<file path="config.mk">
export PLATFORM = sky130hd
export DESIGN_NAME = bp_fe_ras
export DESIGN_NICKNAME = d
export VERILOG_FILES = /design/src/rtl/bp_fe_ras_pkg.sv /design/src/rtl/bp_fe_ras.sv
export SDC_FILE = /design/constraint.sdc
export NUM_CORES = 1
export LEC_CHECK = 0
export ABC_AREA = 0
export BUFFER_PORTS_ARGS = -buffer_cell sky130_fd_sc_hd__buf_4
export CORE_MARGIN = 8
export CORE_UTILIZATION = 47
export DETAILED_ROUTE_END_ITERATION = 7
export PLACE_DENSITY = 0.67
export REMOVE_ABC_BUFFERS = 1
export SLEW_MARGIN = 20
export SYNTH_ARGS = -nofsm -noshare
export SYNTH_HDL_FRONTEND = slang
export SYNTH_SLANG_ARGS = --single-unit
</file>
<file path="constraint.sdc">
create_clock -name clk_i -period 2.8 [get_ports clk_i]
set_input_delay 0.14 -clock clk_i [delete_from_list [all_inputs] [get_ports clk_i]]
set_output_delay 0.14 -clock clk_i [all_outputs]
set_load 0.05 [all_outputs]
</file>
<file path="src/rtl/bp_fe_ras_pkg.sv">
// Return address stack shared definitions.
// Optional feature macro: BP_FE_RAS_REPAIR_EN (checkpoint carries the top entry
// so a restore can repair a top slot overwritten by a wrong-path call).

`ifdef BP_FE_RAS_REPAIR_EN
`define DECLARE_BP_FE_RAS_CKPT_S(vaddr_width_mp, ras_els_mp) \
    typedef struct packed { \
        logic [vaddr_width_mp-1:0]          tgt; \
        logic [$clog2(ras_els_mp)-1:0]      ptr; \
        logic [$clog2(ras_els_mp+1)-1:0]    cnt; \
    } bp_fe_ras_ckpt_s
`else
`define DECLARE_BP_FE_RAS_CKPT_S(vaddr_width_mp, ras_els_mp) \
    typedef struct packed { \
        logic [$clog2(ras_els_mp)-1:0]      ptr; \
        logic [$clog2(ras_els_mp+1)-1:0]    cnt; \
    } bp_fe_ras_ckpt_s
`endif

package bp_fe_ras_pkg;

    // Width of the checkpoint carried in branch metadata; must track the
    // field set of bp_fe_ras_ckpt_s.
    function automatic int bp_fe_ras_ckpt_width(int vaddr_width, int ras_els);
        int ptr_w;
        int cnt_w;
        ptr_w = $clog2(ras_els);
        cnt_w = $clog2(ras_els + 1);
`ifdef BP_FE_RAS_REPAIR_EN
        return vaddr_width + ptr_w + cnt_w;
`else
        return ptr_w + cnt_w;
`endif
    endfunction

endpackage

</file>
<file path="src/rtl/bp_fe_ras.sv">
// Multi-entry return address stack for the frontend PC generator.
// Pushes on fetched calls, predicts targets on fetched returns and exports a
// pre-update checkpoint that the backend hands back on redirect.
// Optional feature macro: BP_FE_RAS_REPAIR_EN (restore also rewrites the top entry).

module bp_fe_ras
    import bp_fe_ras_pkg::*;
#(
    parameter  int vaddr_width_p    = 39,
    parameter  int ras_els_p        = 8,
    localparam int ras_ptr_width_lp = $clog2(ras_els_p),
    localparam int ras_cnt_width_lp = $clog2(ras_els_p + 1),
    localparam int ckpt_width_lp    = bp_fe_ras_ckpt_width(vaddr_width_p, ras_els_p)
) (
    input  logic                     clk_i,
    input  logic                     reset_i,
    output logic                     init_done_o,

    input  logic                     call_v_i,
    input  logic [vaddr_width_p-1:0] call_addr_i,
    input  logic                     ret_v_i,

    output logic [vaddr_width_p-1:0] tgt_o,
    output logic                     tgt_v_o,
    output logic [ckpt_width_lp-1:0] ckpt_o,

    input  logic                     restore_v_i,
    input  logic [ckpt_width_lp-1:0] restore_ckpt_i
);

    `DECLARE_BP_FE_RAS_CKPT_S(vaddr_width_p, ras_els_p);

    localparam logic [ras_cnt_width_lp-1:0] cnt_full_lp = ras_cnt_width_lp'(ras_els_p);
    localparam logic [ras_ptr_width_lp-1:0] ptr_one_lp  = ras_ptr_width_lp'(1);

    logic [vaddr_width_p-1:0]    mem_r [ras_els_p];
    logic [ras_ptr_width_lp-1:0] ptr_r, ptr_n;
    logic [ras_cnt_width_lp-1:0] cnt_r, cnt_n;
    logic                        mem_we;
    logic [ras_ptr_width_lp-1:0] mem_waddr;
    logic [vaddr_width_p-1:0]    mem_wdata;
    logic                        init_done_r;
    bp_fe_ras_ckpt_s             ckpt_cur, ckpt_in;

    assign ckpt_in     = restore_ckpt_i;
    assign tgt_o       = mem_r[ptr_r];
    assign tgt_v_o     = (cnt_r != '0);
    assign ckpt_o      = ckpt_cur;
    assign init_done_o = init_done_r;

    // Snapshot of the registered state, i.e. before this cycle's update.
    always_comb begin
        ckpt_cur     = '0;
        ckpt_cur.ptr = ptr_r;
        ckpt_cur.cnt = cnt_r;
`ifdef BP_FE_RAS_REPAIR_EN
        ckpt_cur.tgt = mem_r[ptr_r];
`endif
    end

    // Next-state selection: restore beats call/ret; a simultaneous call and
    // ret replaces the top entry in place.
    always_comb begin
        // NOTE: every output of this block gets a default first, so no path
        // leaves a value unassigned and no latch is inferred.
        ptr_n     = ptr_r;
        cnt_n     = cnt_r;
        mem_we    = 1'b0;
        mem_waddr = ptr_r;
        mem_wdata = call_addr_i;
        if (restore_v_i) begin
            ptr_n = ckpt_in.ptr;
            cnt_n = ckpt_in.cnt;
`ifdef BP_FE_RAS_REPAIR_EN
            mem_we    = 1'b1;
            mem_waddr = ckpt_in.ptr;
            mem_wdata = ckpt_in.tgt;
`endif
        end else if (call_v_i && ret_v_i) begin
            mem_we = 1'b1;
            cnt_n  = (cnt_r == '0) ? ras_cnt_width_lp'(1) : cnt_r;
        end else if (call_v_i) begin
            ptr_n     = ptr_r + ptr_one_lp;
            mem_we    = 1'b1;
            mem_waddr = ptr_r + ptr_one_lp;
            cnt_n     = (cnt_r == cnt_full_lp) ? cnt_r : cnt_r + ras_cnt_width_lp'(1);
        end else if (ret_v_i && (cnt_r != '0)) begin
            ptr_n = ptr_r - ptr_one_lp;
            cnt_n = cnt_r - ras_cnt_width_lp'(1);
        end
    end

    // Pointer, occupancy and init-done registers.
    always_ff @(posedge clk_i) begin
        if (reset_i) begin
            ptr_r       <= '0;
            cnt_r       <= '0;
            init_done_r <= 1'b0;
        end else begin
            ptr_r       <= ptr_n;
            cnt_r       <= cnt_n;
            init_done_r <= 1'b1;
        end
    end

    // Flop-array storage; read combinationally through tgt_o.
    always_ff @(posedge clk_i) begin
        // NOTE: the stack array is cleared on reset so tgt_o and the
        // checkpoint read as zero afterwards, not stale addresses.
        if (reset_i) begin
            for (int i = 0; i < ras_els_p; i++) begin
                mem_r[i] <= '0;
            end
        end else if (mem_we) begin
            mem_r[mem_waddr] <= mem_wdata;
        end
    end

endmodule
</file>
**Word-level counts from Yosys, hierarchy flattened**

Memories as Yosys holds them, arrays and structs flattened. A register that Yosys moved wholly into a read port is not among the register bits.
Index checks and enable logic that the tools add are counted.

- Add/subtract/negate cells: 4
- Eq/ne operators: 4
- Muxes and demuxes: 27
- Reduce and logical (&&, ||, !) cells: 9

Operators with widths:

| operator | number |
|---|---|
| 39-bit 2-to-1 mux | 1 |
| 39-bit OR reduction | 1 |
| 3-bit 2-to-1 mux | 10 |
| 4-bit 2-to-1 mux | 6 |
| 1-bit 2-to-1 mux | 10 |
| 4-bit nonzero test | 2 |
| 4-bit by 1-bit adder with 4-bit output, second input constant | 1 |
| 4-bit equality test, second input constant | 1 |
| 4-bit logical NOT | 1 |
| 4-bit inequality test, second input constant | 1 |
| 4-bit by 1-bit subtractor with 4-bit output, second input constant | 1 |
| 3-bit by 1-bit adder with 3-bit output, second input constant | 1 |
| 3-bit by 2-bit inequality test with 1-bit output, second input constant | 1 |
| 3-bit AND reduction | 1 |
| 3-bit nonzero test | 1 |
| 3-bit by 1-bit subtractor with 3-bit output, second input constant | 1 |
| 1-bit logical AND | 2 |
| 2-bit inequality test, second input constant | 1 |
| 2-bit AND reduction | 1 |

- Bits in registers: 8
- Bits in writable memories: 312
- Input port bits: 51
- Output and inout port bits: 48
- Word-level logic and storage cells: 48
- Memories: 1

Memories:

| memory | depth | width | rd ports | clocked after memory_dff | wr ports | RTL line | source |
|---|---|---|---|---|---|---|---|
| mem_r | 8 | 39 | 1 | 1 | 8 | bp_fe_ras.sv:36 | `logic [vaddr_width_p-1:0] mem_r [ras_els_p];` |

**Logic depth before layout (Yosys ltp)**

Gate-level depths: netlist of run 1.

- Depth after elaboration: 8
- Depth in mapped cells: 7
- Mapped depth without buffers: 6

**Worst setup path before layout of run 1**

No wires, ideal clock.

- Path type: flip-flop to flip-flop
- Start point: register ptr_r[0]
- End point: memory mem_r[1][0], enable pin
- Arrival time: 2.792 ns
- Required time: 2.402 ns
- Path slack: -0.390 ns
- Cell stages (with the launch flop): 7
- Clock period less this slack: 3.190 ns
- Path through: dfxtp_1 > inv_1 > ha_1 > mux2_2 > nor3_2 > clkbuf_1 > or2_1

RTL lines:

| item | RTL line | source |
|---|---|---|
| from (decl) | bp_fe_ras.sv:37 | `logic [ras_ptr_width_lp-1:0] ptr_r, ptr_n;` |
| from (signal assigned) | bp_fe_ras.sv:100 | `ptr_r <= ptr_n;` |
| to (decl) | bp_fe_ras.sv:36 |  |

==> impl_metrics.csv, run 1 <==
group,metric,value,unit
route,vias,7890,
power,power_density,648,mW/mm2
logic_synthesis,synth_seq_area_share,65.0,%
power,internal_power,8.49,mW
clock_tree,cts_max_level,2,
logic_synthesis,synth_cell_types,50,
finish,fillers,2488,
route,routed_via_density,5.36,
sta,maxSlewHeadroom,54.0,%
finish,layout_common_cells,"312 x and2_1, 312 x edfxtp_1, 123 x buf_4",
placed_design,dpl.cell_count,1370,
grt,grt_pass1_vias,8448,
clock_tree,clk_pin_slew,0.06,ns
power,vdd_ir_drop_max,0.000368,V
sta,setup_slack,0.350,ns
finish,multiInputGateArea,0.00487,mm2
critical_path,cp.required,2.66,ns
clock_tree,clock_sinks,323,
power,power_frac_seq,49.5,%
sta,final_max_slew_viol_count,0,
clock_tree,insertion_delay,0.50,ns
die,start_util,47.2,%
logic_synthesis,async_reset_ff_share,0,%
critical_path,cp-end-kind,"output pin",
sta,finalHoldViolations,0,
critical_path,cp_max_fo,12,
critical_path,startpoint_type,"register",
power,p_clk_share,35.5,%
grt,grt-ovfl-total,0,
route,wl_per_cell,22.1,um
logic_synthesis,synth-main-ff-cell,"edfxtp_1",
sta,fin_hold_ws,0.0379,ns
clock_tree,cts_setup_buffers,0,
route,routed_wl,32600,um
critical_path,setup.worst_path.class,"register to output pin",
critical_path,arrival,2.31,ns
sta,min_period_over_period,87.5,%
worst_hold_path,hold_path_class,"input port to register",
critical_path,r2r_start,"ptr_r[0]",
placed_design,dpl_worst_slack,0.399,ns
route,ant_nets,0,
power,netSwitchingPower,2.84,mW
sta,rsz0062_at_grt,"no",
die,core_area,0.0312,mm2
power,p_sw_share,25.0,%
placed_design,place_area,0.0160,mm2
finish,nets,1108,
placed_design,place.gp.congestion,0.755,
die,boundaryPins,99,
power,p_leak,6.50,nW
grt,antenna_found_initial,0,
finish,layout-drive-gt1-share,29.0,%
logic_synthesis,synth_area,0.0147,mm2
sta,clock.fmax,408,MHz
clock_tree,cts.path.max_buffers,3,
sta,fin_setup_tns,0,ns
clock_tree,cts_root_buf,"clkbuf_16",
grt,grt_pass1_wl,50400,um
sta,setup_violations,0,
die,fp.dieW,193,um
clock_tree,postCtsResizedCells,0,
finish,area_delta_synth_final,18.5,%
clock_tree,tritoncts,"built",
logic_synthesis,synth_edf_count,312,
finish,fin_cells,1473,
logic_synthesis,synthCells,897,
clock_tree,cts_buffers,35,
sta,skew,0.0138,ns
placed_design,dp_hpwl,19000,um
clock_tree,ctsHoldBuffers,47,
worst_hold_path,holdCritStartpoint,"restore_ckpt_i[0]",
die,dieArea,0.0373,mm2
logic_synthesis,syn_area_per_cell,16.4,um2
route,first_pass_iters,5,
finish,antennaDiodeCount,0,
grt,track_usage,18.0,%
finish,final_cell_area,0.0175,mm2
logic_synthesis,ys_seq_elements,323,
grt,grt_max_degree,40,
finish,seq_area,0.00960,mm2
power,share_comb_of_total_power,15.0,%
die,rows,65,
route,drt-initial-drc-count,457,
route,drc,0,
outcome,status,"finished clean",
die,dieHeight,193,um
placed_design,port_buffers,98,
logic_synthesis,yosysWarnings,0,
sta,tightestPinTransition,0.691,ns
sta,finalCriticalPeriod,2.45,ns
run,maxCapViolCount,0,
-- power groups by stage --
stage	Sequential (mW)	Clock, mW	Combinational [mW]
after floorplan	5.80	0	1.00
after global placement	5.71	0	1.66
after detailed placement	5.72	0	1.67
after CTS	5.62	4.10	1.73
after global routing	5.64	4.28	1.81
final	5.61	4.02	1.70
-- kinds of logic after synthesis --
family          count (synthesis)  synth area share (%)
flops                         323                  65.0
simple gates                  352                  15.2
mux                           123                  15.3
fa+ha+maj                       5                 0.475
compound gates                 22                  1.18
xor+xnor                        6                 0.611
buf+inv                        66                  2.19
-- Yosys cell counts, drive strengths merged, types with 2 or more instances --
| library cell | instances | share of area, % |
|---|---|---|
| buf | 16 | 0.78 |
| inv | 8 | 0.20 |
| a21o | 2 | 0.10 |
| nor3b | 2 | 0.14 |
| edfxtp | 312 | 64 |
| nand3 | 4 | 0.14 |
| mux2 | 42 | 3.2 |
| a2111oi | 2 | 0.16 |
| mux2i | 3 | 0.20 |
| xnor2 | 5 | 0.42 |
| ha | 4 | 0.34 |
| mux4 | 78 | 12 |
| and2 | 312 | 13 |
| nor3 | 11 | 0.73 |
| dfxtp | 11 | 1.5 |
| a211oi | 2 | 0.10 |
| or2 | 8 | 0.34 |
| a21oi | 5 | 0.17 |
| nor2b | 2 | 0.085 |
| nand2 | 3 | 0.076 |
| clkbuf | 42 | 1.2 |
| nor2 | 4 | 0.10 |
| nand2b | 2 | 0.085 |
-- metrics by stage --
step / power (mW) / utilization (%)
2_1_floorplan: 6.80 / -
6_report: 11.3 / 56.0
3_5_place_dp: 7.39 / 51.4
3_3_place_gp: 7.37 / 51.4
4_1_cts: 11.5 / 56.0
5_1_grt: 11.7 / 56.0
-- layout make-up --
type	count	area share, %
clock buffer	46	5.25
clock inverter	10	0.258
inverter	8	0.172
multi-input combinational	508	27.9
sequential	323	54.9
tap	402	2.88
timing repair buffer	176	8.66
-- routing by layer --
| metal | track usage, % | share of wire [%] | up-vias |
|---|---|---|---|
| met5 | 0 | 0 | - |
| met4 | 3.67 | 1.5 | 0 |
| met3 | 2.77 | 4.9 | 35 |
| met2 | 30.7 | 50 | 192 |
| met1 | 24.2 | 44 | 4031 |
| li1 | - | - | 3632 |
-- registers in the layout (all words and copies together), names as in the netlist, named ones only --
name and flops:
cnt_r 4, init_done_o 1, mem_r 312, ptr_r 3
-- critical path: stages (launching register included) --
cell and delay (ns):
dfxtp_4 0.44, buf_4 0.30, mux4_2 0.53, mux2_2 0.33
buf_4 0.21
-- path summary, 6_finish.rpt --
kind	cells past startpoint	to	slack (ns)
setup / recovery	4	tgt_o[5]	0.35
hold / removal	3	cnt_r[0]	0.04
setup reg to reg	6	mem_r[7][31]	0.40
hold reg to reg	2	cnt_r[0]	0.60
No activity file was read; power rests on OpenSTA's default activity.
==> run 2, diff against run 1 <==
CTS_BUF_LIST = sky130_fd_sc_hd__clkbuf_2   (was not set)
==> impl_metrics.csv, run 2 (synthesized netlist as in run 1, its figures left out) <==
group,metric,value,unit
outcome,status,"finished clean",
critical_path,r2r_start,"cnt_r[1]",
worst_hold_path,whs_endpoint,"mem_r[0][38]",
die,rows,65,
sta,tightestPinTransition,0.775,ns
finish,area_delta_synth_final,21.4,%
clock_tree,tritoncts,"built",
clock_tree,clk_pin_slew,0.10,ns
placed_design,port_buffers,98,
route,routed_via_density,5.29,
finish,largest_reg_flops,312,
sta,finalHoldViolations,0,
finish,nets,1180,
sta,fin_setup_tns,0,ns
sta,clock.fmax,372,MHz
die,dieArea,0.0373,mm2
sta,min_period_over_period,95.9,%
sta,setup_violations,0,
clock_tree,cts.path.max_buffers,3,
route,routed_wl,33900,um
die,start_util,47.2,%
clock_tree,clock_sinks,323,
placed_design,dp_hpwl,19000,um
grt,grt_pass1_wl,52500,um
sta,rsz0062_at_grt,"yes",
critical_path,arrival,2.55,ns
critical_path,cp_max_fo,8,
clock_tree,cts_root_buf,"clkbuf_2",
sta,maxSlewHeadroom,48.3,%
clock_tree,cts_buffers,83,
run,maxCapViolCount,0,
die,dieHeight,193,um
grt,grt_pass1_vias,9120,
critical_path,r2r_slack,0.12,ns
power,vdd_ir_drop_max,0.000292,V
grt,grt_max_degree,40,
placed_design,place_area,0.0160,mm2
worst_hold_path,hold_path_class,"input port to register",
grt,antenna_found_initial,1,
sta,final_max_slew_viol_count,0,
power,p_leak,6.88,nW
route,ant_nets,0,
worst_hold_path,holdCritStartpoint,"call_addr_i[38]",
die,boundaryPins,99,
sta,finalCriticalPeriod,2.69,ns
critical_path,cp-end-kind,"output pin",
finish,layout-drive-gt1-share,35.2,%
clock_tree,insertion_delay,0.90,ns
finish,layout_common_cells,"312 x and2_1, 312 x edfxtp_1, 125 x clkbuf_2",
route,wl_per_cell,21.5,um
critical_path,cp.required,2.66,ns
die,fp.dieW,193,um
worst_hold_path,hold_depth,3,
grt,track_usage,18.8,%
grt,grt-ovfl-total,0,
finish,regMostFlops,"mem_r",
sta,skew,0.0816,ns
placed_design,place.gp.congestion,0.755,
die,core_area,0.0312,mm2
clock_tree,cts_max_level,3,
route,drc,0,
critical_path,worstReg2RegEnd,"cnt_r[1]",
critical_path,reg2regPathDepth,8,
finish,largestRegisters,"mem_r x312, cnt_r x4, ptr_r x3",
route,vias,8369,
route,drt-initial-drc-count,362,
route,first_pass_iters,4,
critical_path,startpoint_type,"register",
power,power_density,606,mW/mm2
critical_path,setup.worst_path.class,"register to output pin",
finish,final_cell_area,0.0179,mm2
[run 2: how the worst max path moves through the flow]
stage | start | slack [ns] | end
2_1_floorplan | register | -1.67 | tgt_o[0]
3_3_place_gp | ptr_r[0] | 0.47 | mem_r[6][9]
3_5_place_dp | ptr_r[0] | 0.40 | mem_r[7][12]
4_1_cts | register | -0.007 | tgt_o[5]
5_1_grt | register | -0.05 | tgt_o[29]
6_report | register | 0.11 | tgt_o[11]
[run 2: worst max-delay path: stages (launching register included)]
cell	delay [ns]
dfxtp_4	0.44
buf_12	0.16
buf_16	0.15
mux4_2	0.53
mux2_4	0.29
buf_6	0.15
[run 2: where the power goes]
group | leakage (nW) | switching [mW] | internal, mW
clock | 0.575 | 1.87 | 1.44
sequential | 3.31 | 0.0965 | 5.51
combinational | 3.00 | 1.06 | 0.876
[run 2: per-layer routing]
metal | global-route usage (%) | vias to the layer above | share of wire [%]
met1 | 23.8 | 4250 | 42
met5 | 0 | - | 0
li1 | - | 3833 | -
met3 | 4.08 | 48 | 5.3
met4 | 5.92 | 0 | 1.9
met2 | 32.0 | 238 | 51
[run 2: area by class of cell]
class,count,area (um2)
tap,402,503
clock inverter,14,143
timing repair buffer,200,2050
multi-input combinational,508,4950
antenna,1,2.50
inverter,8,30.0
fill,2482,13300
sequential,323,9600
clock buffer,125,626
[run 2: what timing repair did]
action | CTS | global route
hold buffers | 62 | 0
gates cloned | 3 | 2
setup endpoints to repair | 36 | 40
gates resized for setup | 27 | 48
endpoints found under the hold margin | 341 | 0
buffers inserted | 5 | 0
[run 2: metrics by stage]
| stage | total power, mW | setup WS [ns] | cells | util (%) | hold slack (ns) |
|---|---|---|---|---|---|
| 5_1_grt | 11.3 | -0.0516 | 1581 | 57.3 | 0.0618 |
| 6_report | 10.9 | 0.114 | 1581 | 57.3 | 0.122 |
| 3_5_place_dp | 7.39 | 0.399 | 1370 | 51.4 | 0.417 |
| 4_1_cts | 10.9 | -0.00676 | 1578 | 56.6 | 0.0461 |
| 3_3_place_gp | 7.37 | 0.472 | 1370 | 51.4 | 0.425 |
| 2_1_floorplan | 6.80 | -1.67 | 839 | - | 0.209 |
==> run 3, diff against run 2 <==
ABC_AREA = 1   (was 0)
==> impl_metrics.csv, run 3 <==
group,metric,value,unit
outcome,status,"finished clean",
clock_tree,clock_sinks,323,
sta,maxSlewHeadroom,59.0,%
grt,grt_max_degree,79,
clock_tree,cts_max_level,3,
run,maxCapViolCount,0,
critical_path,slowest_stage,"dfxtp_4",
clock_tree,insertion_delay,0.90,ns
route,wl_met3,3070,um
logic_synthesis,synthCells,1392,
sta,setup_violations,0,
logic_synthesis,synth-main-ff-cell,"edfxtp_1",
clock_tree,clk_pin_slew,0.10,ns
route,ant_nets,0,
finish,final_common_cell,"nor2_1",
logic_synthesis,yosysWarnings,0,
die,rows,63,
critical_path,critPathTopFamily,"compound AO/OA/AOI/OAI gates",
logic_synthesis,yosysMostFrequentCell,"nor2_1",
placed_design,dp_hpwl,20000,um
critical_path,r2r_start,"cnt_r[1]",
critical_path,crit_chain,"buf_16 > o21ai_0 > o22ai_1 > nor2_1 > a31oi_2 > buf_4",
critical_path,setup.worst_path.class,"register to output pin",
logic_synthesis,syn_area_per_cell,10.2,um2
logic_synthesis,yosysTopAreaCellShare,66.0,%
finish,fillers,2496,
critical_path,worst_path_largest_cell_delay,0.54,ns
placed_design,dpl_worst_slack,0.515,ns
finish,nets,1650,
logic_synthesis,synth_cell_types,26,
sta,final_max_slew_viol_count,0,
clock_tree,cts_root_buf,"clkbuf_2",
route,wl_per_cell,18.6,um
sta,fin_setup_tns,0,ns
logic_synthesis,synth_edf_count,312,
logic_synthesis,synth_area,0.0142,mm2
critical_path,r2r_slack,0.19,ns
die,start_util,47.7,%
route,vias,10936,
logic_synthesis,synth_top_cells_by_area,"edfxtp_1 66%, nor2_1 16%, o21ai_0 5.8%",
sta,finalHoldViolations,0,
critical_path,cp-end-kind,"output pin",
die,boundaryPins,99,
critical_path,worstReg2RegEnd,"cnt_r[2]",
critical_path,worstPathBufferInverterCount,2,
die,core_area,0.0297,mm2
logic_synthesis,async_reset_ff_share,0,%
critical_path,reg2regPathDepth,8,
placed_design,port_buffers,98,
sta,setup_slack,0.0836,ns
route,drt-initial-drc-count,937,
power,p_sw_share,32.0,%
route,route.met2.wl,18000,um
sta,rsz0062_at_grt,"yes",
placed_design,dpl.cell_count,1825,
power,p_leak,6.97,nW
route,drc,0,
power,internal_power,7.53,mW
power,share_comb_of_total_power,21.5,%
die,dieHeight,190,um
finish,layout_common_cells,"594 x nor2_1, 312 x edfxtp_1, 163 x o21ai_0",
grt,grt-ovfl-total,0,
sta,tightestPinTransition,0.616,ns
power,vdd_ir_drop_max,0.000294,V
placed_design,place_area,0.0155,mm2
sta,clock.fmax,368,MHz
grt,grt_pass1_vias,10955,
logic_synthesis,synth_seq_area_share,67.6,%
power,power_frac_seq,50.6,%
power,power_density,647,mW/mm2
placed_design,place.gp.congestion,0.797,
finish,layout-drive-gt1-share,18.3,%
worst_hold_path,hold_depth,4,
route,routed_via_density,5.39,
grt,track_usage,20.5,%
power,p_clk_share,27.9,%
power,report.power.total,11.1,mW
clock_tree,tritoncts,"built",
route,first_pass_iters,5,
clock_tree,cts_buffers,80,
finish,area_delta_synth_final,20.5,%
critical_path,startpoint_type,"register",
route,highest_layer,"met4",
logic_synthesis,ys_seq_elements,323,
worst_hold_path,hold_path_class,"input port to register",
grt,grt_pass1_wl,58600,um
grt,antenna_found_initial,1,
critical_path,cp_max_fo,45,
die,dieArea,0.0360,mm2
power,netSwitchingPower,3.54,mW
worst_hold_path,holdCritStartpoint,"call_addr_i[2]",
worst_hold_path,whs_endpoint,"mem_r[1][2]",
route,routed_wl,37800,um
critical_path,arrival,2.58,ns
finish,largest_reg_flops,312,
finish,fin_cells,2028,
route,met1Wirelength,15900,um
finish,final_cell_area,0.0171,mm2
critical_path,cp.required,2.66,ns
finish,regMostFlops,"mem_r",
clock_tree,cts.path.max_buffers,3,
sta,finalCriticalPeriod,2.72,ns
logic_synthesis,ys_top_cells_by_count,"594 x nor2_1, 312 x edfxtp_1, 164 x o21ai_0",
die,fp.dieW,190,um
logic_synthesis,yosysTopAreaCell,"edfxtp_1",
sta,skew,0.0817,ns
sta,min_period_over_period,97.0,%
finish,largestRegisters,"mem_r x312, cnt_r x4, ptr_r x3",
-- run 3: cell count changes after synthesis, sizes merged, moves of 33 or more --
cell   delta
buf      +33
o22ai    +40
nor2    +593
a31oi    +39
nand2    +49
mux2     -42
mux4     -78
inv      +50
and2    -312
o21ai   +165
-- run 3: metal layers --
| metal | up-vias | GRT usage, % |
|---|---|---|
| li1 | 5158 | - |
| met1 | 5265 | 26.9 |
| met2 | 456 | 33.7 |
| met3 | 57 | 3.88 |
| met4 | 0 | 7.25 |
| met5 | - | 0 |
-- run 3: what timing repair did --
| action | CTS | global route |
|---|---|---|
| endpoints found under the hold margin | 323 | 0 |
| endpoints found under the setup margin | 39 | 23 |
| hold buffers | 65 | 0 |
| buffers inserted | 3 | 4 |
| resized for setup | 9 | 17 |
| gates cloned | 2 | 3 |
| pin swaps | 0 | 1 |
-- run 3: metrics by stage --
stage / utilization [%] / hold WS [ns]
after floorplan: - / 0.209
after global placement: 52.1 / 0.344
after detailed placement: 52.1 / 0.345
after CTS: 57.0 / 0.116
after global routing: 57.5 / 0.184
final: 57.5 / 0.205
-- run 3: kinds of logic (layout without fill, tap and decap cells) --
kind of cell	Yosys count	in the layout	share of synthesized area (%)
flip-flops	323	323	67.6
other	0	1	0
AND/OR/NAND/NOR	655	655	17.5
XOR/XNOR	4	4	0.300
AO/OA/AOI/OAI	253	253	9.69
adder cells (fa/ha/maj)	5	5	0.494
buffers and inverters	152	397	4.42
-- run 3: worst register-to-register path: stages, from the launching register on --
cell           delay, ns
dfxtp_1             0.42
inv_1               0.10
fa_1                0.39
xor2_1              0.16
o21ai_0             0.13
dlygate4sd3_1       0.57
o21ai_0             0.07
dlygate4sd3_1       0.56
a21oi_1             0.13
-- run 3: final cells by class --
class                           instances  area, um2  share of cell area [%]
Sequential cell                       323       9600                    56.1
Multi-Input combinational cell        917       4040                    23.6
Timing Repair Buffer                  211       2020                    11.8
Clock buffer                          113        566                    3.31
Tap cell                              390        488                    2.85
Inverter                               59        255                    1.49
Clock inverter                         12        114                   0.666
Timing Repair inverter                  2       22.5                   0.132
Antenna cell                            1       2.50                  0.0146
-- run 3: worst max path at each step --
stage | cells after the start | slack (ns) | from | end
after floorplan | 3 | -3.46 | register | tgt_o[37]
after global placement | 9 | 0.55 | ptr_r[0] | mem_r[6][20]
after detailed placement | 9 | 0.52 | ptr_r[0] | mem_r[6][14]
after CTS | 7 | 0.01 | register | tgt_o[19]
after global routing | 6 | -0.03 | register | tgt_o[36]
final | 6 | 0.08 | register | tgt_o[36]
-- run 3: power groups by stage --
stage	Clock, mW	Combinational, mW	Sequential [mW]
finish	3.08	2.38	5.60
global route	3.39	2.56	5.63
CTS	3.13	2.32	5.60
detailed placement	0	2.17	5.71
global placement	0	2.15	5.71
floorplan	0	1.31	5.79
